<file path="config.mk">
export PLATFORM = sky130hd
export DESIGN_NAME = id_exe_pipe_reg_flat
export DESIGN_NICKNAME = d
export VERILOG_FILES = /design/src/rtl/id_exe_pipe_reg_pkg.sv /design/src/rtl/id_exe_pipe_reg_if.sv /design/src/rtl/id_exe_operand_sel.sv /design/src/rtl/id_exe_pipe_reg.sv /design/src/flat_wrapper.sv
export SDC_FILE = /design/constraint.sdc
export NUM_CORES = 1
export LEC_CHECK = 0
export ABC_AREA = 1
export BUFFER_PORTS_ARGS = -buffer_cell sky130_fd_sc_hd__buf_4
export CAP_MARGIN = 0
export CORE_AREA = 2 2 239 241
export CTS_CLUSTER_SIZE = 28
export DETAILED_ROUTE_END_ITERATION = 7
export DIE_AREA = 0 0 241 243
export MAX_ROUTING_LAYER = met4
export PLACE_DENSITY = 0.48
export SETUP_SLACK_MARGIN = 0.3
export SLEW_MARGIN = 20
export SYNTH_ARGS = -nofsm -noshare
export SYNTH_HDL_FRONTEND = slang
export SYNTH_HIERARCHICAL = 1
export SYNTH_SLANG_ARGS = --single-unit
</file>
<file path="constraint.sdc">
create_clock -name clk_sig -period 1.82 [get_ports clk_sig]
set_input_delay 0.273 -clock clk_sig [delete_from_list [all_inputs] [get_ports clk_sig]]
set_output_delay 0.273 -clock clk_sig [all_outputs]
set_load 0.01 [all_outputs]
</file>
<file path="src/rtl/id_exe_pipe_reg_pkg.sv">
// Shared definitions for the ID->EXE pipeline register: FSM states, NOP codes and
// helpers that recognise the HI/LO move instructions.
package id_exe_pipe_reg_pkg;

  typedef enum logic [1:0] {
    StRun   = 2'd0,
    StLduse = 2'd1,
    StHold  = 2'd2
  } state_e;

  localparam logic [5:0] OPC_SPECIAL = 6'h00;
  localparam logic [5:0] OPC_NOP     = 6'h00;
  localparam logic [5:0] FNC_NOP     = 6'h00;
  localparam logic [5:0] FNC_MFHI    = 6'h10;
  localparam logic [5:0] FNC_MFLO    = 6'h12;

  function automatic logic is_mfhi(logic [5:0] opcode, logic [5:0] func_code);
    return (opcode == OPC_SPECIAL) && (func_code == FNC_MFHI);
  endfunction

  function automatic logic is_mflo(logic [5:0] opcode, logic [5:0] func_code);
    return (opcode == OPC_SPECIAL) && (func_code == FNC_MFLO);
  endfunction

endpackage

</file>
<file path="src/rtl/id_exe_pipe_reg_if.sv">
// Bundle of ID-stage inputs, forwarding/hazard controls and registered EXE outputs.
interface id_exe_pipe_reg_if #(
  parameter int unsigned DATA_W = 32,
  parameter int unsigned IDX_W  = 5,
  parameter int unsigned CTRL_W = 16,
  parameter int unsigned CNT_W  = 16
);
  logic              id_valid;
  logic [DATA_W-1:0] id_pc;
  logic [5:0]        id_opcode;
  logic [5:0]        id_func_code;
  logic [DATA_W-1:0] id_rs_data;
  logic [DATA_W-1:0] id_rt_data;
  logic [DATA_W-1:0] id_hi_data;
  logic [DATA_W-1:0] id_lo_data;
  logic [DATA_W-1:0] id_imm;
  logic [IDX_W-1:0]  id_rd_idx;
  logic              id_rd_wena;
  logic              id_hi_wena;
  logic              id_lo_wena;
  logic [CTRL_W-1:0] id_ctrl;

  logic              fwd_stall;
  logic              fwd_forward;
  logic              fwd_is_rs;
  logic              fwd_is_rt;
  logic [DATA_W-1:0] fwd_rs_data;
  logic [DATA_W-1:0] fwd_rt_data;
  logic [DATA_W-1:0] fwd_hi_data;
  logic [DATA_W-1:0] fwd_lo_data;
  logic              flush;
  logic              exe_busy;

  logic              exe_valid;
  logic [DATA_W-1:0] exe_pc;
  logic [5:0]        exe_opcode;
  logic [5:0]        exe_func_code;
  logic [DATA_W-1:0] exe_rs_val;
  logic [DATA_W-1:0] exe_rt_val;
  logic [DATA_W-1:0] exe_hi_val;
  logic [DATA_W-1:0] exe_lo_val;
  logic [DATA_W-1:0] exe_imm;
  logic [IDX_W-1:0]  exe_rd_idx;
  logic              exe_rd_wena;
  logic              exe_hi_wena;
  logic              exe_lo_wena;
  logic [CTRL_W-1:0] exe_ctrl;
  logic              id_stall;
  logic [CNT_W-1:0]  bubble_cnt;

  modport master (
    output id_valid, id_pc, id_opcode, id_func_code, id_rs_data, id_rt_data, id_hi_data,
           id_lo_data, id_imm, id_rd_idx, id_rd_wena, id_hi_wena, id_lo_wena, id_ctrl,
           fwd_stall, fwd_forward, fwd_is_rs, fwd_is_rt, fwd_rs_data, fwd_rt_data,
           fwd_hi_data, fwd_lo_data, flush, exe_busy,
    input  exe_valid, exe_pc, exe_opcode, exe_func_code, exe_rs_val, exe_rt_val, exe_hi_val,
           exe_lo_val, exe_imm, exe_rd_idx, exe_rd_wena, exe_hi_wena, exe_lo_wena, exe_ctrl,
           id_stall, bubble_cnt
  );

  modport slave (
    input  id_valid, id_pc, id_opcode, id_func_code, id_rs_data, id_rt_data, id_hi_data,
           id_lo_data, id_imm, id_rd_idx, id_rd_wena, id_hi_wena, id_lo_wena, id_ctrl,
           fwd_stall, fwd_forward, fwd_is_rs, fwd_is_rt, fwd_rs_data, fwd_rt_data,
           fwd_hi_data, fwd_lo_data, flush, exe_busy,
    output exe_valid, exe_pc, exe_opcode, exe_func_code, exe_rs_val, exe_rt_val, exe_hi_val,
           exe_lo_val, exe_imm, exe_rd_idx, exe_rd_wena, exe_hi_wena, exe_lo_wena, exe_ctrl,
           id_stall, bubble_cnt
  );
endinterface

</file>
<file path="src/rtl/id_exe_operand_sel.sv">
// Chooses forwarded versus register-file values for rs/rt and, for MFHI/MFLO, HI/LO.
module id_exe_operand_sel
  import id_exe_pipe_reg_pkg::*;
#(
  parameter int unsigned DATA_W = 32
) (
  input  logic [5:0]        opcode,
  input  logic [5:0]        func_code,
  input  logic              fwd_forward,
  input  logic              fwd_is_rs,
  input  logic              fwd_is_rt,
  input  logic [DATA_W-1:0] fwd_rs_data,
  input  logic [DATA_W-1:0] fwd_rt_data,
  input  logic [DATA_W-1:0] fwd_hi_data,
  input  logic [DATA_W-1:0] fwd_lo_data,
  input  logic [DATA_W-1:0] id_rs_data,
  input  logic [DATA_W-1:0] id_rt_data,
  input  logic [DATA_W-1:0] id_hi_data,
  input  logic [DATA_W-1:0] id_lo_data,
  output logic [DATA_W-1:0] rs_sel,
  output logic [DATA_W-1:0] rt_sel,
  output logic [DATA_W-1:0] hi_sel,
  output logic [DATA_W-1:0] lo_sel
);
  always_comb begin
    rs_sel = (fwd_forward && fwd_is_rs) ? fwd_rs_data : id_rs_data;
    rt_sel = (fwd_forward && fwd_is_rt) ? fwd_rt_data : id_rt_data;
    hi_sel = (fwd_forward && is_mfhi(opcode, func_code)) ? fwd_hi_data : id_hi_data;
    lo_sel = (fwd_forward && is_mflo(opcode, func_code)) ? fwd_lo_data : id_lo_data;
  end
endmodule

</file>
<file path="src/rtl/id_exe_pipe_reg.sv">
// ID->EXE pipeline register: captures operands and control, inserts bubbles on load-use
// stall or flush, freezes while EXE is busy, and counts inserted bubbles (saturating).
module id_exe_pipe_reg
  import id_exe_pipe_reg_pkg::*;
#(
  parameter int unsigned DATA_W = 32,
  parameter int unsigned IDX_W  = 5,
  parameter int unsigned CTRL_W = 16,
  parameter int unsigned CNT_W  = 16
) (
  input logic clk_sig,
  input logic rst_sig,
  id_exe_pipe_reg_if.slave bus
);
  state_e state_q, state_d;
  logic   hold, bubble, count_bubble, stall, kill;
  logic [DATA_W-1:0] rs_sel, rt_sel, hi_sel, lo_sel;

  logic              exe_valid_q, exe_rd_wena_q, exe_hi_wena_q, exe_lo_wena_q;
  logic [DATA_W-1:0] exe_pc_q, exe_rs_q, exe_rt_q, exe_hi_q, exe_lo_q, exe_imm_q;
  logic [5:0]        exe_opcode_q, exe_func_q;
  logic [IDX_W-1:0]  exe_rd_idx_q;
  logic [CTRL_W-1:0] exe_ctrl_q;
  logic [CNT_W-1:0]  bubble_cnt_q;

  id_exe_operand_sel #(.DATA_W(DATA_W)) u_operand_sel (
    .opcode      (bus.id_opcode),
    .func_code   (bus.id_func_code),
    .fwd_forward (bus.fwd_forward),
    .fwd_is_rs   (bus.fwd_is_rs),
    .fwd_is_rt   (bus.fwd_is_rt),
    .fwd_rs_data (bus.fwd_rs_data),
    .fwd_rt_data (bus.fwd_rt_data),
    .fwd_hi_data (bus.fwd_hi_data),
    .fwd_lo_data (bus.fwd_lo_data),
    .id_rs_data  (bus.id_rs_data),
    .id_rt_data  (bus.id_rt_data),
    .id_hi_data  (bus.id_hi_data),
    .id_lo_data  (bus.id_lo_data),
    .rs_sel      (rs_sel),
    .rt_sel      (rt_sel),
    .hi_sel      (hi_sel),
    .lo_sel      (lo_sel)
  );

  always_comb begin
    state_d      = state_q;
    hold         = 1'b0;
    bubble       = 1'b0;
    count_bubble = 1'b0;
    stall        = 1'b0;
    unique case (state_q)
      StRun, StHold: begin
        if (bus.flush) begin
          bubble = 1'b1; count_bubble = 1'b1; state_d = StRun;
        end else if (bus.exe_busy) begin
          hold = 1'b1; stall = 1'b1; state_d = StHold;
        end else if (bus.fwd_stall) begin
          bubble = 1'b1; count_bubble = 1'b1; stall = 1'b1; state_d = StLduse;
        end else begin
          state_d = StRun;
        end
      end
      StLduse: begin
        // Forwarder clears its own stall; the load result is on fwd_* now
        if (bus.flush) begin
          bubble = 1'b1; count_bubble = 1'b1; state_d = StRun;
        end else if (bus.exe_busy) begin
          hold = 1'b1; stall = 1'b1; state_d = StHold;
        end else begin
          state_d = StRun;
        end
      end
      default: state_d = StRun;
    endcase
  end

  assign kill = bubble | ~bus.id_valid;

  always_ff @(posedge clk_sig) begin
    if (rst_sig) begin
      state_q       <= StRun;
      exe_valid_q   <= 1'b0;
      exe_pc_q      <= '0;
      exe_opcode_q  <= OPC_NOP;
      exe_func_q    <= FNC_NOP;
      exe_rs_q      <= '0;
      exe_rt_q      <= '0;
      exe_hi_q      <= '0;
      exe_lo_q      <= '0;
      exe_imm_q     <= '0;
      exe_rd_idx_q  <= '0;
      exe_rd_wena_q <= 1'b0;
      exe_hi_wena_q <= 1'b0;
      exe_lo_wena_q <= 1'b0;
      exe_ctrl_q    <= '0;
      bubble_cnt_q  <= '0;
    end else begin
      state_q <= state_d;
      if (count_bubble && !(&bubble_cnt_q)) bubble_cnt_q <= bubble_cnt_q + CNT_W'(1);
      if (!hold) begin
        exe_valid_q   <= ~kill;
        exe_pc_q      <= kill ? '0 : bus.id_pc;
        exe_opcode_q  <= kill ? OPC_NOP : bus.id_opcode;
        exe_func_q    <= kill ? FNC_NOP : bus.id_func_code;
        exe_rs_q      <= kill ? '0 : rs_sel;
        exe_rt_q      <= kill ? '0 : rt_sel;
        exe_hi_q      <= kill ? '0 : hi_sel;
        exe_lo_q      <= kill ? '0 : lo_sel;
        exe_imm_q     <= kill ? '0 : bus.id_imm;
        exe_rd_idx_q  <= kill ? '0 : bus.id_rd_idx;
        exe_rd_wena_q <= ~kill & bus.id_rd_wena;
        exe_hi_wena_q <= ~kill & bus.id_hi_wena;
        exe_lo_wena_q <= ~kill & bus.id_lo_wena;
        exe_ctrl_q    <= kill ? '0 : bus.id_ctrl;
      end
    end
  end

  assign bus.exe_valid     = exe_valid_q;
  assign bus.exe_pc        = exe_pc_q;
  assign bus.exe_opcode    = exe_opcode_q;
  assign bus.exe_func_code = exe_func_q;
  assign bus.exe_rs_val    = exe_rs_q;
  assign bus.exe_rt_val    = exe_rt_q;
  assign bus.exe_hi_val    = exe_hi_q;
  assign bus.exe_lo_val    = exe_lo_q;
  assign bus.exe_imm       = exe_imm_q;
  assign bus.exe_rd_idx    = exe_rd_idx_q;
  assign bus.exe_rd_wena   = exe_rd_wena_q;
  assign bus.exe_hi_wena   = exe_hi_wena_q;
  assign bus.exe_lo_wena   = exe_lo_wena_q;
  assign bus.exe_ctrl      = exe_ctrl_q;
  assign bus.bubble_cnt    = bubble_cnt_q;
  assign bus.id_stall      = stall & ~rst_sig;
endmodule

</file>
<file path="src/flat_wrapper.sv">
// flat-port wrapper written by rule: the top's interface ports become plain ports
module id_exe_pipe_reg_flat import id_exe_pipe_reg_pkg::*;
#(
  parameter int unsigned DATA_W = 32,
  parameter int unsigned IDX_W  = 5,
  parameter int unsigned CTRL_W = 16,
  parameter int unsigned CNT_W  = 16
)
  (clk_sig, rst_sig, bus_id_valid, bus_id_pc, bus_id_opcode, bus_id_func_code, bus_id_rs_data, bus_id_rt_data, bus_id_hi_data, bus_id_lo_data, bus_id_imm, bus_id_rd_idx, bus_id_rd_wena, bus_id_hi_wena, bus_id_lo_wena, bus_id_ctrl, bus_fwd_stall, bus_fwd_forward, bus_fwd_is_rs, bus_fwd_is_rt, bus_fwd_rs_data, bus_fwd_rt_data, bus_fwd_hi_data, bus_fwd_lo_data, bus_flush, bus_exe_busy, bus_exe_valid, bus_exe_pc, bus_exe_opcode, bus_exe_func_code, bus_exe_rs_val, bus_exe_rt_val, bus_exe_hi_val, bus_exe_lo_val, bus_exe_imm, bus_exe_rd_idx, bus_exe_rd_wena, bus_exe_hi_wena, bus_exe_lo_wena, bus_exe_ctrl, bus_id_stall, bus_bubble_cnt);
  id_exe_pipe_reg_if #(.DATA_W(DATA_W), .IDX_W(IDX_W), .CTRL_W(CTRL_W), .CNT_W(CNT_W)) bus_i ();
  input logic clk_sig;
  input logic rst_sig;
  input wire logic [$bits(bus_i.id_valid)-1:0] bus_id_valid;
  input wire logic [$bits(bus_i.id_pc)-1:0] bus_id_pc;
  input wire logic [$bits(bus_i.id_opcode)-1:0] bus_id_opcode;
  input wire logic [$bits(bus_i.id_func_code)-1:0] bus_id_func_code;
  input wire logic [$bits(bus_i.id_rs_data)-1:0] bus_id_rs_data;
  input wire logic [$bits(bus_i.id_rt_data)-1:0] bus_id_rt_data;
  input wire logic [$bits(bus_i.id_hi_data)-1:0] bus_id_hi_data;
  input wire logic [$bits(bus_i.id_lo_data)-1:0] bus_id_lo_data;
  input wire logic [$bits(bus_i.id_imm)-1:0] bus_id_imm;
  input wire logic [$bits(bus_i.id_rd_idx)-1:0] bus_id_rd_idx;
  input wire logic [$bits(bus_i.id_rd_wena)-1:0] bus_id_rd_wena;
  input wire logic [$bits(bus_i.id_hi_wena)-1:0] bus_id_hi_wena;
  input wire logic [$bits(bus_i.id_lo_wena)-1:0] bus_id_lo_wena;
  input wire logic [$bits(bus_i.id_ctrl)-1:0] bus_id_ctrl;
  input wire logic [$bits(bus_i.fwd_stall)-1:0] bus_fwd_stall;
  input wire logic [$bits(bus_i.fwd_forward)-1:0] bus_fwd_forward;
  input wire logic [$bits(bus_i.fwd_is_rs)-1:0] bus_fwd_is_rs;
  input wire logic [$bits(bus_i.fwd_is_rt)-1:0] bus_fwd_is_rt;
  input wire logic [$bits(bus_i.fwd_rs_data)-1:0] bus_fwd_rs_data;
  input wire logic [$bits(bus_i.fwd_rt_data)-1:0] bus_fwd_rt_data;
  input wire logic [$bits(bus_i.fwd_hi_data)-1:0] bus_fwd_hi_data;
  input wire logic [$bits(bus_i.fwd_lo_data)-1:0] bus_fwd_lo_data;
  input wire logic [$bits(bus_i.flush)-1:0] bus_flush;
  input wire logic [$bits(bus_i.exe_busy)-1:0] bus_exe_busy;
  output wire logic [$bits(bus_i.exe_valid)-1:0] bus_exe_valid;
  output wire logic [$bits(bus_i.exe_pc)-1:0] bus_exe_pc;
  output wire logic [$bits(bus_i.exe_opcode)-1:0] bus_exe_opcode;
  output wire logic [$bits(bus_i.exe_func_code)-1:0] bus_exe_func_code;
  output wire logic [$bits(bus_i.exe_rs_val)-1:0] bus_exe_rs_val;
  output wire logic [$bits(bus_i.exe_rt_val)-1:0] bus_exe_rt_val;
  output wire logic [$bits(bus_i.exe_hi_val)-1:0] bus_exe_hi_val;
  output wire logic [$bits(bus_i.exe_lo_val)-1:0] bus_exe_lo_val;
  output wire logic [$bits(bus_i.exe_imm)-1:0] bus_exe_imm;
  output wire logic [$bits(bus_i.exe_rd_idx)-1:0] bus_exe_rd_idx;
  output wire logic [$bits(bus_i.exe_rd_wena)-1:0] bus_exe_rd_wena;
  output wire logic [$bits(bus_i.exe_hi_wena)-1:0] bus_exe_hi_wena;
  output wire logic [$bits(bus_i.exe_lo_wena)-1:0] bus_exe_lo_wena;
  output wire logic [$bits(bus_i.exe_ctrl)-1:0] bus_exe_ctrl;
  output wire logic [$bits(bus_i.id_stall)-1:0] bus_id_stall;
  output wire logic [$bits(bus_i.bubble_cnt)-1:0] bus_bubble_cnt;
  assign bus_i.id_valid = bus_id_valid;
  assign bus_i.id_pc = bus_id_pc;
  assign bus_i.id_opcode = bus_id_opcode;
  assign bus_i.id_func_code = bus_id_func_code;
  assign bus_i.id_rs_data = bus_id_rs_data;
  assign bus_i.id_rt_data = bus_id_rt_data;
  assign bus_i.id_hi_data = bus_id_hi_data;
  assign bus_i.id_lo_data = bus_id_lo_data;
  assign bus_i.id_imm = bus_id_imm;
  assign bus_i.id_rd_idx = bus_id_rd_idx;
  assign bus_i.id_rd_wena = bus_id_rd_wena;
  assign bus_i.id_hi_wena = bus_id_hi_wena;
  assign bus_i.id_lo_wena = bus_id_lo_wena;
  assign bus_i.id_ctrl = bus_id_ctrl;
  assign bus_i.fwd_stall = bus_fwd_stall;
  assign bus_i.fwd_forward = bus_fwd_forward;
  assign bus_i.fwd_is_rs = bus_fwd_is_rs;
  assign bus_i.fwd_is_rt = bus_fwd_is_rt;
  assign bus_i.fwd_rs_data = bus_fwd_rs_data;
  assign bus_i.fwd_rt_data = bus_fwd_rt_data;
  assign bus_i.fwd_hi_data = bus_fwd_hi_data;
  assign bus_i.fwd_lo_data = bus_fwd_lo_data;
  assign bus_i.flush = bus_flush;
  assign bus_i.exe_busy = bus_exe_busy;
  assign bus_exe_valid = bus_i.exe_valid;
  assign bus_exe_pc = bus_i.exe_pc;
  assign bus_exe_opcode = bus_i.exe_opcode;
  assign bus_exe_func_code = bus_i.exe_func_code;
  assign bus_exe_rs_val = bus_i.exe_rs_val;
  assign bus_exe_rt_val = bus_i.exe_rt_val;
  assign bus_exe_hi_val = bus_i.exe_hi_val;
  assign bus_exe_lo_val = bus_i.exe_lo_val;
  assign bus_exe_imm = bus_i.exe_imm;
  assign bus_exe_rd_idx = bus_i.exe_rd_idx;
  assign bus_exe_rd_wena = bus_i.exe_rd_wena;
  assign bus_exe_hi_wena = bus_i.exe_hi_wena;
  assign bus_exe_lo_wena = bus_i.exe_lo_wena;
  assign bus_exe_ctrl = bus_i.exe_ctrl;
  assign bus_id_stall = bus_i.id_stall;
  assign bus_bubble_cnt = bus_i.bubble_cnt;
  id_exe_pipe_reg #(.DATA_W(DATA_W), .IDX_W(IDX_W), .CTRL_W(CTRL_W), .CNT_W(CNT_W)) u_core (.clk_sig(clk_sig), .rst_sig(rst_sig), .bus(bus_i));
endmodule
</file>
* Yosys cells after proc, flatten, opt, wreduce, memory -nomap -nowiden
Cells that the tools add are included.
Cells by class: add/sub/neg operators 1, multipliers 0, divide/modulo/power cells 0, magnitude comparators 0, eq/ne operators 4, shift operators 0, muxes and demuxes 31, bitwise gates (word level) 8, reductions and logical operators 13
Operators by type and width (number):
- $mux 32 | 10
- $add 16x1->16 const B | 1
- $mux 16 | 1
- $reduce_and 16->1 | 1
- $eq 6x5->1 const B | 2
- $mux 6 | 2
- $mux 1 | 10
- $mux 2 | 4
- $logic_and 1x1->1 | 7
- $logic_not 6->1 | 1
- $mux 5 | 1
- $and 1x1->1 | 4
- $pmux 1 s2 | 2
- $pmux 2 s2 | 1
- $not 1->1 | 3
- $reduce_or 3->1 | 1
- $eq 2x1->1 const B | 1
- $eq 2x2->1 const B | 1
- $logic_not 2->1 | 1
- $reduce_or 2->1 | 1
- $logic_not 1->1 | 1
- $or 1x1->1 | 1
Storage, ports and cells: flip-flop bits (word level) 247, latch bits 0, RAM bits 0, memory bits (read-only) 0, input port bits 365, output and inout bits 246, word-level logic and storage cells 73, memories kept 0

* Longest topological paths before layout
Gate-level depths: netlist of the first run.
depth after elaboration 7, gate-level depth with buffers 9

* By module
The synthesis of the first run kept the hierarchy.
Modules (own cells, without submodules):
- id_exe_pipe_reg | times used 1, cells an instance 671, area an instance 8066.5 µm², sequential area each 4944.7 µm²
- id_exe_operand_sel | times used 1, cells an instance 300, area an instance 1736.7 µm², sequential area each 0.0 µm²

* Worst setup path after synthesis of the first run
No wires, ideal clock.
kind register to register, start point register u_core.bubble_cnt_q[0] (netlist: u_core/bus.bubble_cnt[0]), end point register u_core.bubble_cnt_q[10] (netlist: u_core/bus.bubble_cnt[10]), library setup time 140 ps, arrival 1415 ps, setup slack 265 ps, cell stages (with the launch flop) 10, buffers on the path 1, clock period less this slack 1555 ps, cell sequence dfxtp_1 -> ha_1 -> nand2_1 -> nor2_2 -> nand2_2 -> nor2_2 -> nor2_4 -> buf_6 -> nand2_1 -> a21oi_2
Between the ends: word-level cells in the longest chain between the ends 3, elaborated cells between the ends (all ways) 4, those cells by class add/sub (1); reduce/logical (3)
Ends and longest elaborated chain:
- start, declared | line id_exe_pipe_reg.sv:24 | logic [CNT_W-1:0] bubble_cnt_q;
- start signal, assigned | line id_exe_pipe_reg.sv:100 | if (count_bubble && !(&bubble_cnt_q)) bubble_cnt_q <= bubble_cnt_q + CNT_W'(1);
- branches (longest 3 deep; another with $add 16x1->16)
Parallel ways; which one is timed is not known. A chain may end at the register's enable or synchronous reset.

* Worst setup path in the final report of the first run
start point register u_core.state_q[0], end point output bus_id_stall
Between the ends: word-level cells in the longest chain between the ends 4, elaborated cells between the ends (all ways) 6, those cells by class eq/ne (2); mux (1); bitwise (1); reduce/logical (2)
Ends and longest elaborated chain:
- start, declared | line id_exe_pipe_reg.sv:15 | state_e state_q, state_d;
- start signal, assigned | line id_exe_pipe_reg.sv:82 | state_q <= StRun;
- start signal, assigned | line id_exe_pipe_reg.sv:99 | state_q <= state_d;
- $eq 2x2->1 or $logic_not 2->1 (tied branches) | line id_exe_pipe_reg.sv:52 | unique case (state_q)
- $reduce_or 2->1 | line id_exe_pipe_reg.sv:52
- $pmux 1 s2 * | line id_exe_pipe_reg.sv:52
- $and 1x1->1 * | line id_exe_pipe_reg.sv:135 | assign bus.id_stall = stall & ~rst_sig;
- end, declared | line flat_wrapper.sv:51 | output wire logic [$bits(bus_i.id_stall)-1:0] bus_id_stall;
Mark *: on every way between the ends. The rest lies on a longest branch, timed or not.

==> results of run 1 <==
## worst register-to-register path, delay by kind of cell, from the launching register on
family,cells,cell delay (ns)
buffers and inverters,5,0.62
AOI/OAI and AO/OA,2,0.36
DFF,1,0.32
and+or+nand+nor,2,0.17
## synth_stat cells
cell type / number
nor2_1: 27
nor2_4: 1
inv_2: 4
mux2_2: 64
nor2_2: 7
o21ai_4: 1
or2_1: 1
inv_1: 16
o21ai_2: 1
nand4_1: 7
xor2_1: 4
nand3_1: 79
clkbuf_1: 9
o21ai_0: 4
buf_4: 9
buf_6: 25
nand2_1: 185
ha_1: 1
buf_2: 34
dfxtp_1: 247
nand2_2: 2
a21oi_2: 8
a22o_1: 228
a21oi_1: 4
buf_1: 1
xnor2_1: 2
## worst min-delay path by stage
stage	endpoint	slack [ns]	depth (start not counted)
after floorplan	u_core/state_q[0]$_SDFF_PP0_	0.35	1
after detailed placement	u_core/state_q[0]$_SDFF_PP0_	0.46	2
after global placement	u_core/state_q[0]$_SDFF_PP0_	0.45	2
after global routing	u_core/bus.exe_hi_val[31]$_SDFFE_PP0N_	0.02	4
final	u_core/bus.exe_lo_val[30]$_SDFFE_PP0N_	0.03	4
after CTS	u_core/bus.exe_lo_val[27]$_SDFFE_PP0N_	0.002	4
## layout make-up
type	count	area [um^2]	share of cell area
Antenna cell	2	5.005	0.0002717
Clock buffer	48	909.6	0.04938
Clock inverter	7	88.84	0.004823
Inverter	20	77.57	0.004211
Multi-Input combinational cell	626	4335	0.2354
Sequential cell	247	4951	0.2688
Tap cell	756	945.9	0.05135
Timing Repair Buffer	826	7107	0.3858
## cell families after synthesis
kind of cell / synth area share
mux: 0.07352
flops: 0.5044
buf+inv: 0.06445
fa+ha+maj: 0.001276
xor+xnor: 0.005361
compound gates: 0.2175
simple gates: 0.1335
## power groups by stage
stage / logic [uW] / registers, uW / clock network [uW]
3_3_place_gp: 1610 / 5750 / 0
5_1_grt: 2090 / 5650 / 6430
2_1_floorplan: 498 / 5810 / 0
4_1_cts: 1920 / 5630 / 6230
3_5_place_dp: 1620 / 5750 / 0
6_report: 1950 / 5640 / 6050
## layer usage
layer  global-route usage  vias to the layer above  part of all wire
met5                    -                        -                 0
met4              0.03631                        0             0.021
met3              0.02820                       61             0.069
met2               0.2473                      402              0.51
met1               0.1541                     4955              0.40
li1                     -                     5079                 -
## layout by cell type (no fill, tap or decap), types with 3 or more instances in the layout
master,synthesis,routed
dfxtp_2,0,5
clkbuf_16,0,38
a22o_1,228,228
nand3_1,79,77
nor2_1,27,26
a21oi_1,4,3
nand2_1,185,178
nand2_2,2,7
mux2_2,64,64
dfxtp_1,247,242
nor2_4,1,7
a21oi_2,8,9
nand4_1,7,7
inv_2,4,3
clkinv_2,0,4
buf_4,9,641
inv_1,16,16
buf_12,0,26
xor2_1,4,4
clkbuf_1,9,10
dlygate4sd3_1,0,138
buf_6,25,8
clkbuf_8,0,7
## flip-flops by register name, summed over array words and instances (netlist names)
| name | cells |
|---|---|
| u_core/bus.bubble_cnt | 16 |
| u_core/bus.exe_ctrl | 16 |
| u_core/bus.exe_func_code | 6 |
| u_core/bus.exe_hi_val | 32 |
| u_core/bus.exe_hi_wena | 1 |
| u_core/bus.exe_imm | 32 |
| u_core/bus.exe_lo_val | 32 |
| u_core/bus.exe_lo_wena | 1 |
| u_core/bus.exe_opcode | 6 |
| u_core/bus.exe_pc | 32 |
| u_core/bus.exe_rd_idx | 5 |
| u_core/bus.exe_rd_wena | 1 |
| u_core/bus.exe_rs_val | 32 |
| u_core/bus.exe_rt_val | 32 |
| u_core/bus.exe_valid | 1 |
| u_core/state_q | 2 |
## repair_timing
action	4_1_cts	5_1_grt
gates cloned	2	7
endpoints found under the setup margin	196	201
gates resized for setup	9	32
pin swaps	7	14
setup buffers	9	8
hold buffers	140	0
endpoints found under the hold margin	139	0
## through the flow
stage / total power [uW] / setup slack (ns) / hold slack [ns] / utilization / area [um^2]
finish: 13640 / 0.2297 / 0.02938 / 0.3292 / 18420
floorplan: 6304 / 0.3062 / 0.3454 / - / 9804
detailed placement: 7364 / 0.07550 / 0.4567 / 0.2767 / 15480
global route: 14170 / 0.1644 / 0.02054 / 0.3292 / 18420
global placement: 7353 / 0.09661 / 0.4516 / 0.2767 / 15480
CTS: 13780 / 0.1788 / 0.001773 / 0.3229 / 18070
==> flow_metrics.env, run 1 <==
export IMPL_status="complete, no violations"
export IMPL_critPathCaptureType="primary output"
export IMPL_crit_end="bus_id_stall"
export IMPL_clkPwrFrac=0.443
export IMPL_synth_area_per_cell_um2=10.10
export IMPL_ys_warn_count=6
export IMPL_drtPass1Iterations=5
export IMPL_wl_per_cell_um=17.30
export IMPL_ys_top_cells_by_area="dfxtp_1, a22o_1, mux2_2, nand2_1, nand3_1"
export IMPL_core_um2=55950
export IMPL_antenna_found_initial=2
export IMPL_cp_max_fo=3
export IMPL_synth_seq_area_share=0.5044
export IMPL_grt_pass1_wl_mm=61.88
export IMPL_r2r_start="u_core/state_q[0]$_SDFF_PP0_"
export IMPL_r2r_end="u_core/bus.exe_hi_val[7]$_SDFFE_PP0N_"
export IMPL_intPower_uw=10460
export IMPL_max_clock_path_buffers=3
export IMPL_clk_pin_slew_worst_paths_ns=0.06
export IMPL_die_w_um=241
export IMPL_crit_start="u_core/state_q[0]$_SDFF_PP0_"
export IMPL_drt_iter0_drc=321
export IMPL_cp_depth=4
export IMPL_combPwrFrac=0.143
export IMPL_irDropWorstVdd_uv=636.1
export IMPL_fin_nets=2117
export IMPL_synth_seq_cells=247
export IMPL_worstMarginPinSlew_ns=0.3101
export IMPL_hold_class="input pin to flop"
export IMPL_max_freq_mhz=628.8
export IMPL_drv_slew=0
export IMPL_clk_latency_ns=0.56
export IMPL_start_util=0.1752
export IMPL_min_period_ns=1.590
export IMPL_cts_tree="done"
export IMPL_start_kind="flop"
export IMPL_antenna_left=0
export IMPL_syn_nets=1337
export IMPL_worst_path_dominant_cell_family="flip-flops"
export IMPL_setup_tns_ns=0
export IMPL_fin_cells=2532
export IMPL_skew_ns=0.01071
export IMPL_p_switching_uw=3181
export IMPL_dieArea_um2=58560
export IMPL_crit_type="flop to primary output"
export IMPL_reg2reg_depth=9
export IMPL_die_y_um=243
export IMPL_required_ns=1.55
export IMPL_dpl_cell_count=2309
export IMPL_worstHoldStart="bus_id_lo_data[30]"
export IMPL_cts_max_level=1
export IMPL_syn_inst=971
export IMPL_period_share=0.8738
export IMPL_synth_top_cell_area_share=0.5044
export IMPL_slowest_stage="dfxtp_2"
export IMPL_path_cells="nand2_2 -> nand3_4 -> o21ai_2 -> buf_6"
export IMPL_vias=10497
export IMPL_leakagePower_uw=0.008617
export IMPL_grt_pass1_vias=10758
export IMPL_maxSlewHeadroom=0.7933
export IMPL_cts_made_buffers=30
export IMPL_switching_share=0.2332
export IMPL_grt_ovfl_total=0
export IMPL_power_density_nw_per_um2=740.6
export IMPL_viasPerCell=4.146
export IMPL_drive_gt1_frac=0.4724
export IMPL_grt_max_degree=58
export IMPL_critPathMaxStageDelay_ns=0.32
export IMPL_r2r_setup_slack_ns=0.24
export IMPL_rows=87
export IMPL_portBuffers=610
export IMPL_netlist_area_um2=9803
export IMPL_critPathArrivalTime_ns=1.32
export IMPL_io_pins=611
export IMPL_syn_to_final_growth_pct=87.90
export IMPL_hpwl_mm=31.05
export IMPL_grt_use_total=0.1380
export IMPL_drt_total_wl_mm=43.82
export IMPL_rsz0062_at_grt="true"
export IMPL_synth_cell_types=26
export IMPL_setup_viol=0
export IMPL_root_buffer="clkbuf_16"
export IMPL_yosysTopAreaCell="dfxtp_1"
export IMPL_maxCapViolCount=0
export IMPL_gp_congestion=0.8295
export IMPL_remaining_drc_errors=0
export IMPL_fillerInstances=5845
export IMPL_clock_sinks=247
export IMPL_hold_viol_final=0
export IMPL_cp_num_buf_inv=1
export IMPL_pwr_share_seq=0.413
Note: power is estimated with default switching activity, not from simulation.
==> run 2: changes to the inputs <==
Settings changed: MAX_ROUTING_LAYER met4 to not set.
==> flow_metrics.env, run 2 (synthesis results as in run 1) <==
export IMPL_status="complete, no violations"
export IMPL_skew_ns=0.01141
export IMPL_cp_max_fo=3
export IMPL_vias=10447
export IMPL_antenna_found_initial=2
export IMPL_gp_congestion=0.8173
export IMPL_dieArea_um2=58560
export IMPL_min_period_ns=1.580
export IMPL_core_um2=55950
export IMPL_critPathCaptureType="primary output"
export IMPL_whs_endpoint="u_core/bus.exe_lo_val[30]$_SDFFE_PP0N_"
export IMPL_power_density_nw_per_um2=741.5
export IMPL_syn_to_final_growth_pct=87.70
export IMPL_wl_per_cell_um=17.26
export IMPL_seq_area_um2=4956
export IMPL_setup_viol=0
export IMPL_grt_max_degree=58
export IMPL_grt_ovfl_total=0
export IMPL_start_util=0.1752
export IMPL_hold_class="input pin to flop"
export IMPL_max_freq_mhz=632.8
export IMPL_final_common_cell="buf_4"
export IMPL_irDropWorstVdd_uv=633.1
export IMPL_rows=87
export IMPL_reg2reg_depth=8
export IMPL_max_clock_path_buffers=3
export IMPL_holdPathStages=4
export IMPL_period_share=0.8683
export IMPL_drv_slew=0
export IMPL_die_y_um=243
export IMPL_final_cell_mix="buf_4, dfxtp_1, a22o_1, nand2_1, dlygate4sd3_1"
export IMPL_maxCapViolCount=0
export IMPL_io_pins=611
export IMPL_portBuffers=610
export IMPL_clk_pin_slew_worst_paths_ns=0.06
export IMPL_r2r_end="u_core/bus.exe_lo_val[0]$_SDFFE_PP0N_"
export IMPL_multiInputGateArea_um2=4348
export IMPL_r2r_start="u_core/state_q[0]$_SDFF_PP0_"
export IMPL_hold_viol_final=0
export IMPL_grt_pass1_wl_mm=62.02
export IMPL_start_kind="flop"
export IMPL_crit_type="flop to primary output"
export IMPL_drtPass1Iterations=4
export IMPL_leakagePower_uw=0.008605
export IMPL_drt_iter0_drc=312
export IMPL_grt_use_total=0.1341
export IMPL_critPathArrivalTime_ns=1.31
export IMPL_die_w_um=241
export IMPL_setup_tns_ns=0
export IMPL_worstHoldStart="bus_id_lo_data[30]"
export IMPL_hpwl_mm=31.05
export IMPL_cts_made_buffers=30
export IMPL_clk_latency_ns=0.56
export IMPL_total_power_uw=13640
export IMPL_utilization=0.3289
export IMPL_cts_max_level=1
export IMPL_drive_gt1_frac=0.4766
export IMPL_required_ns=1.55
export IMPL_clock_sinks=247
export IMPL_remaining_drc_errors=0
export IMPL_cts_tree="done"
export IMPL_fillerInstances=5843
export IMPL_root_buffer="clkbuf_16"
export IMPL_viasPerCell=4.133
export IMPL_maxSlewHeadroom=0.7848
export IMPL_r2r_setup_slack_ns=0.24
export IMPL_fin_nets=2114
export IMPL_worstMarginPinSlew_ns=0.3229
export IMPL_rsz0062_at_grt="true"
export IMPL_drt_total_wl_mm=43.63
export IMPL_antenna_left=0
export IMPL_grt_pass1_vias=10722
run 2: how the worst max path moves through the flow:
| stage | end | slack (ns) | startpoint | cells past startpoint |
|---|---|---|---|---|
| floorplan | u_core/bus.bubble_cnt[10]$_SDFFE_PP0P_ | 0.31 | u_core/bus.bubble_cnt[1]$_SDFFE_PP0P_ | 9 |
| global placement | u_core/bus.exe_lo_val[1]$_SDFFE_PP0N_ | 0.1 | bus_id_func_code[5] | 9 |
| detailed placement | u_core/bus.exe_lo_val[4]$_SDFFE_PP0N_ | 0.08 | bus_id_opcode[3] | 9 |
| CTS | bus_id_stall | 0.18 | u_core/state_q[0]$_SDFF_PP0_ | 4 |
| global route | bus_id_stall | 0.17 | u_core/state_q[0]$_SDFF_PP0_ | 4 |
| finish | bus_id_stall | 0.24 | u_core/state_q[0]$_SDFF_PP0_ | 4 |
run 2: what timing repair did:
item	in CTS	in global routing
hold endpoints to repair	139	0
hold buffers	140	0
resized for setup	9	42
endpoints found under the setup margin	196	201
pin swaps	7	14
setup buffers	9	6
cloned	2	6
run 2: area by class of cell:
type / instances / share of cell area
Clock inverter: 7 / 0.004828
Clock buffer: 48 / 0.04944
Tap cell: 756 / 0.05141
Sequential cell: 247 / 0.2693
Antenna cell: 1 / 0.0001360
Inverter: 20 / 0.004080
Timing Repair Buffer: 823 / 0.3845
Multi-Input combinational cell: 626 / 0.2363
run 2: per-stage QoR:
stage,std cells,setup slack [ns],hold slack [ns],cell area (um^2)
detailed placement,2309,0.07550,0.4567,15480
CTS,2515,0.1788,0.001773,18070
finish,2528,0.2398,0.02853,18400
global placement,2309,0.09661,0.4516,15480
floorplan,971,0.3062,0.3454,9804
global route,2527,0.1696,0.02046,18400
run 2: per-layer routing:
layer | routed length [um] | share of wire | track usage | vias to the layer above
li1 | - | - | - | 5074
met2 | 22240 | 0.51 | 0.2481 | 388
met3 | 3159 | 0.072 | 0.03127 | 56
met1 | 17370 | 0.40 | 0.1525 | 4927
met4 | 841 | 0.019 | 0.03468 | 2
met5 | 13 | 0.00030 | 0 | -
run 2: worst max-delay path, cell delays in order (launching register included):
cell,delay [ns]
dfxtp_2,0.32
nand2_2,0.08
nand3_4,0.09
o21ai_2,0.14
buf_6,0.12
run 2: power breakdown:
group	switching (uW)	leakage (uW)	internal, uW
registers	85.6	0.00201	5550
logic	720	0.00611	1230
clock network	2380	0.000492	3680
==> run 3: changes to the inputs <==
Settings changed: GPL_TIMING_DRIVEN set to 0.
==> flow_metrics.env, run 3 (synthesis results as in run 1) <==
export IMPL_status="complete, no violations"
export IMPL_p_switching_uw=3134
export IMPL_drt_total_wl_mm=46.08
export IMPL_switching_share=0.2381
export IMPL_grt_use_total=0.1468
export IMPL_final_common_cell="buf_4"
export IMPL_worstHoldStart="bus_id_hi_data[1]"
export IMPL_remaining_drc_errors=0
export IMPL_worstMarginPinSlew_ns=0.7578
export IMPL_pwr_share_seq=0.429
export IMPL_dieArea_um2=58560
export IMPL_reg2reg_depth=8
export IMPL_cts_tree="done"
export IMPL_max_freq_mhz=618.8
export IMPL_cts_max_level=1
export IMPL_grt_ovfl_total=0
export IMPL_worst_path_dominant_cell_family="flip-flops"
export IMPL_irDropWorstVdd_uv=614.2
export IMPL_r2r_start="u_core/state_q[0]$_SDFF_PP0_"
export IMPL_power_density_nw_per_um2=732.0
export IMPL_clock_sinks=247
export IMPL_critPathArrivalTime_ns=1.34
export IMPL_clk_pin_slew_worst_paths_ns=0.06
export IMPL_final_cell_mix="buf_4, dfxtp_1, a22o_1, nand2_1, dlygate4sd3_1"
export IMPL_crit_type="flop to primary output"
export IMPL_drt_iter0_drc=328
export IMPL_cts_made_buffers=29
export IMPL_drtPass1Iterations=4
export IMPL_min_period_ns=1.616
export IMPL_start_util=0.1752
export IMPL_cp_num_buf_inv=1
export IMPL_gp_congestion=0.8699
export IMPL_drive_gt1_frac=0.4907
export IMPL_clkPwrFrac=0.426
export IMPL_r2r_setup_slack_ns=0.29
export IMPL_critPathMaxStageDelay_ns=0.33
export IMPL_grt_pass1_vias=10975
export IMPL_viasPerCell=4.160
export IMPL_antenna_left=0
export IMPL_drv_slew=0
export IMPL_whs_endpoint="u_core/bus.exe_hi_val[1]$_SDFFE_PP0N_"
export IMPL_antenna_found_initial=5
export IMPL_fin_nets=2125
export IMPL_die_w_um=241
export IMPL_crit_start="u_core/state_q[1]$_SDFF_PP0_"
export IMPL_intPower_uw=10030
export IMPL_io_pins=611
export IMPL_setup_viol=0
export IMPL_hold_class="input pin to flop"
export IMPL_path_cells="nand2_4 -> nand3_4 -> o21ai_2 -> buf_6"
export IMPL_slowest_stage="dfxtp_2"
export IMPL_grt_max_degree=15
export IMPL_max_clock_path_buffers=3
export IMPL_clk_latency_ns=0.56
export IMPL_grt_pass1_wl_mm=65.66
export IMPL_hold_slack_ns=0.03416
export IMPL_rsz0062_at_grt="true"
export IMPL_cp_max_fo=3
export IMPL_rows=87
export IMPL_core_um2=55950
export IMPL_holdPathStages=4
export IMPL_portBuffers=610
export IMPL_period_share=0.8879
export IMPL_syn_to_final_growth_pct=83.38
export IMPL_die_y_um=243
export IMPL_r2r_end="u_core/bus.exe_rt_val[23]$_SDFFE_PP0N_"
export IMPL_required_ns=1.55
export IMPL_maxCapViolCount=0
export IMPL_root_buffer="clkbuf_16"
export IMPL_critPathCaptureType="primary output"
export IMPL_hpwl_mm=35.18
export IMPL_wl_per_cell_um=18.17
export IMPL_start_kind="flop"
export IMPL_hold_viol_final=0
export IMPL_maxSlewHeadroom=0.4948
export IMPL_vias=10550
export IMPL_total_power_uw=13160
export IMPL_skew_ns=0.01577
export IMPL_combPwrFrac=0.146
export IMPL_leakagePower_uw=0.008449
==> run 3: cell types whose count changed in the layout (fill, tap and decap cells not counted), sizes merged, moves of 2 or more <==
| cell | before | now |
|---|---|---|
| dlymetal6s4s | 2 | 0 |
| clkinv | 5 | 3 |
| clkbuf | 54 | 57 |
| bufinv | 2 | 0 |
| diode | 1 | 3 |
| dlygate4sd3 | 138 | 126 |
| buf | 676 | 694 |
==> run 3: layout make-up <==
class,instances,area (um^2)
fillers,5852,37970
repair buffers,756,6040
flip-flops and latches,247,4969
multi-input cells,627,4354
well taps,756,945.9
clock buffers,44,882.1
plain buffers,78,673.1
inverters,20,75.07
clock inverters,5,31.28
diodes,3,7.507
==> run 3: power groups by stage <==
stage	Combinational, uW	Sequential (uW)	Clock (uW)
2_1_floorplan	498	5810	0
3_3_place_gp	1600	5750	0
3_5_place_dp	1610	5750	0
4_1_cts	1900	5640	5800
5_1_grt	2060	5650	6000
6_report	1920	5640	5600
==> run 3: how the worst max path moves through the flow <==
stage                     slack, ns                                endpoint  depth (start not counted)
after global placement        -0.91   u_core/bus.exe_hi_val[5]$_SDFFE_PP0N_                          9
after detailed placement      -0.93   u_core/bus.exe_hi_val[6]$_SDFFE_PP0N_                          9
after global routing           0.14                            bus_id_stall                          4
after CTS                      0.18                            bus_id_stall                          4
final                          0.20                            bus_id_stall                          4
after floorplan                0.31  u_core/bus.bubble_cnt[10]$_SDFFE_PP0P_                          9
==> run 3: worst min-delay path, cell delays in order <==
cell and delay, ns:
buf_4 0.08, nand2_1 0.04, nand2_1 0.05, a22o_1 0.11
==> run 3: routing by layer <==
layer | vias up | routed length [um] | GRT usage
li1 | 5082 | - | -
met1 | 4967 | 18650 | 0.1723
met2 | 425 | 22680 | 0.2608
met3 | 74 | 3571 | 0.03639
met4 | 2 | 1166 | 0.04375
met5 | - | 8 | 0
==> run 3: repair_timing <==
item                                    4_1_cts  5_1_grt
endpoints found under the setup margin      235      230
cloned                                        1        3
buffers inserted                             11        6
gates resized for setup                      50       41
endpoints found under the hold margin       125        0
hold buffers                                126        0
pin swaps                                     5        9
==> run 3: per-stage QoR <==
step | worst slack [ns] | util | TNS [ns] | cells | instance area (um^2)
final | 0.2040 | 0.3213 | 0 | 2536 | 17980
after detailed placement | -0.9311 | 0.2740 | -56.39 | 2337 | 15330
after CTS | 0.1761 | 0.3184 | 0 | 2524 | 17810
after floorplan | 0.3062 | - | 0 | 971 | 9804
after global routing | 0.1430 | 0.3212 | 0 | 2533 | 17970
after global placement | -0.9123 | 0.2740 | -51.99 | 2337 | 15330
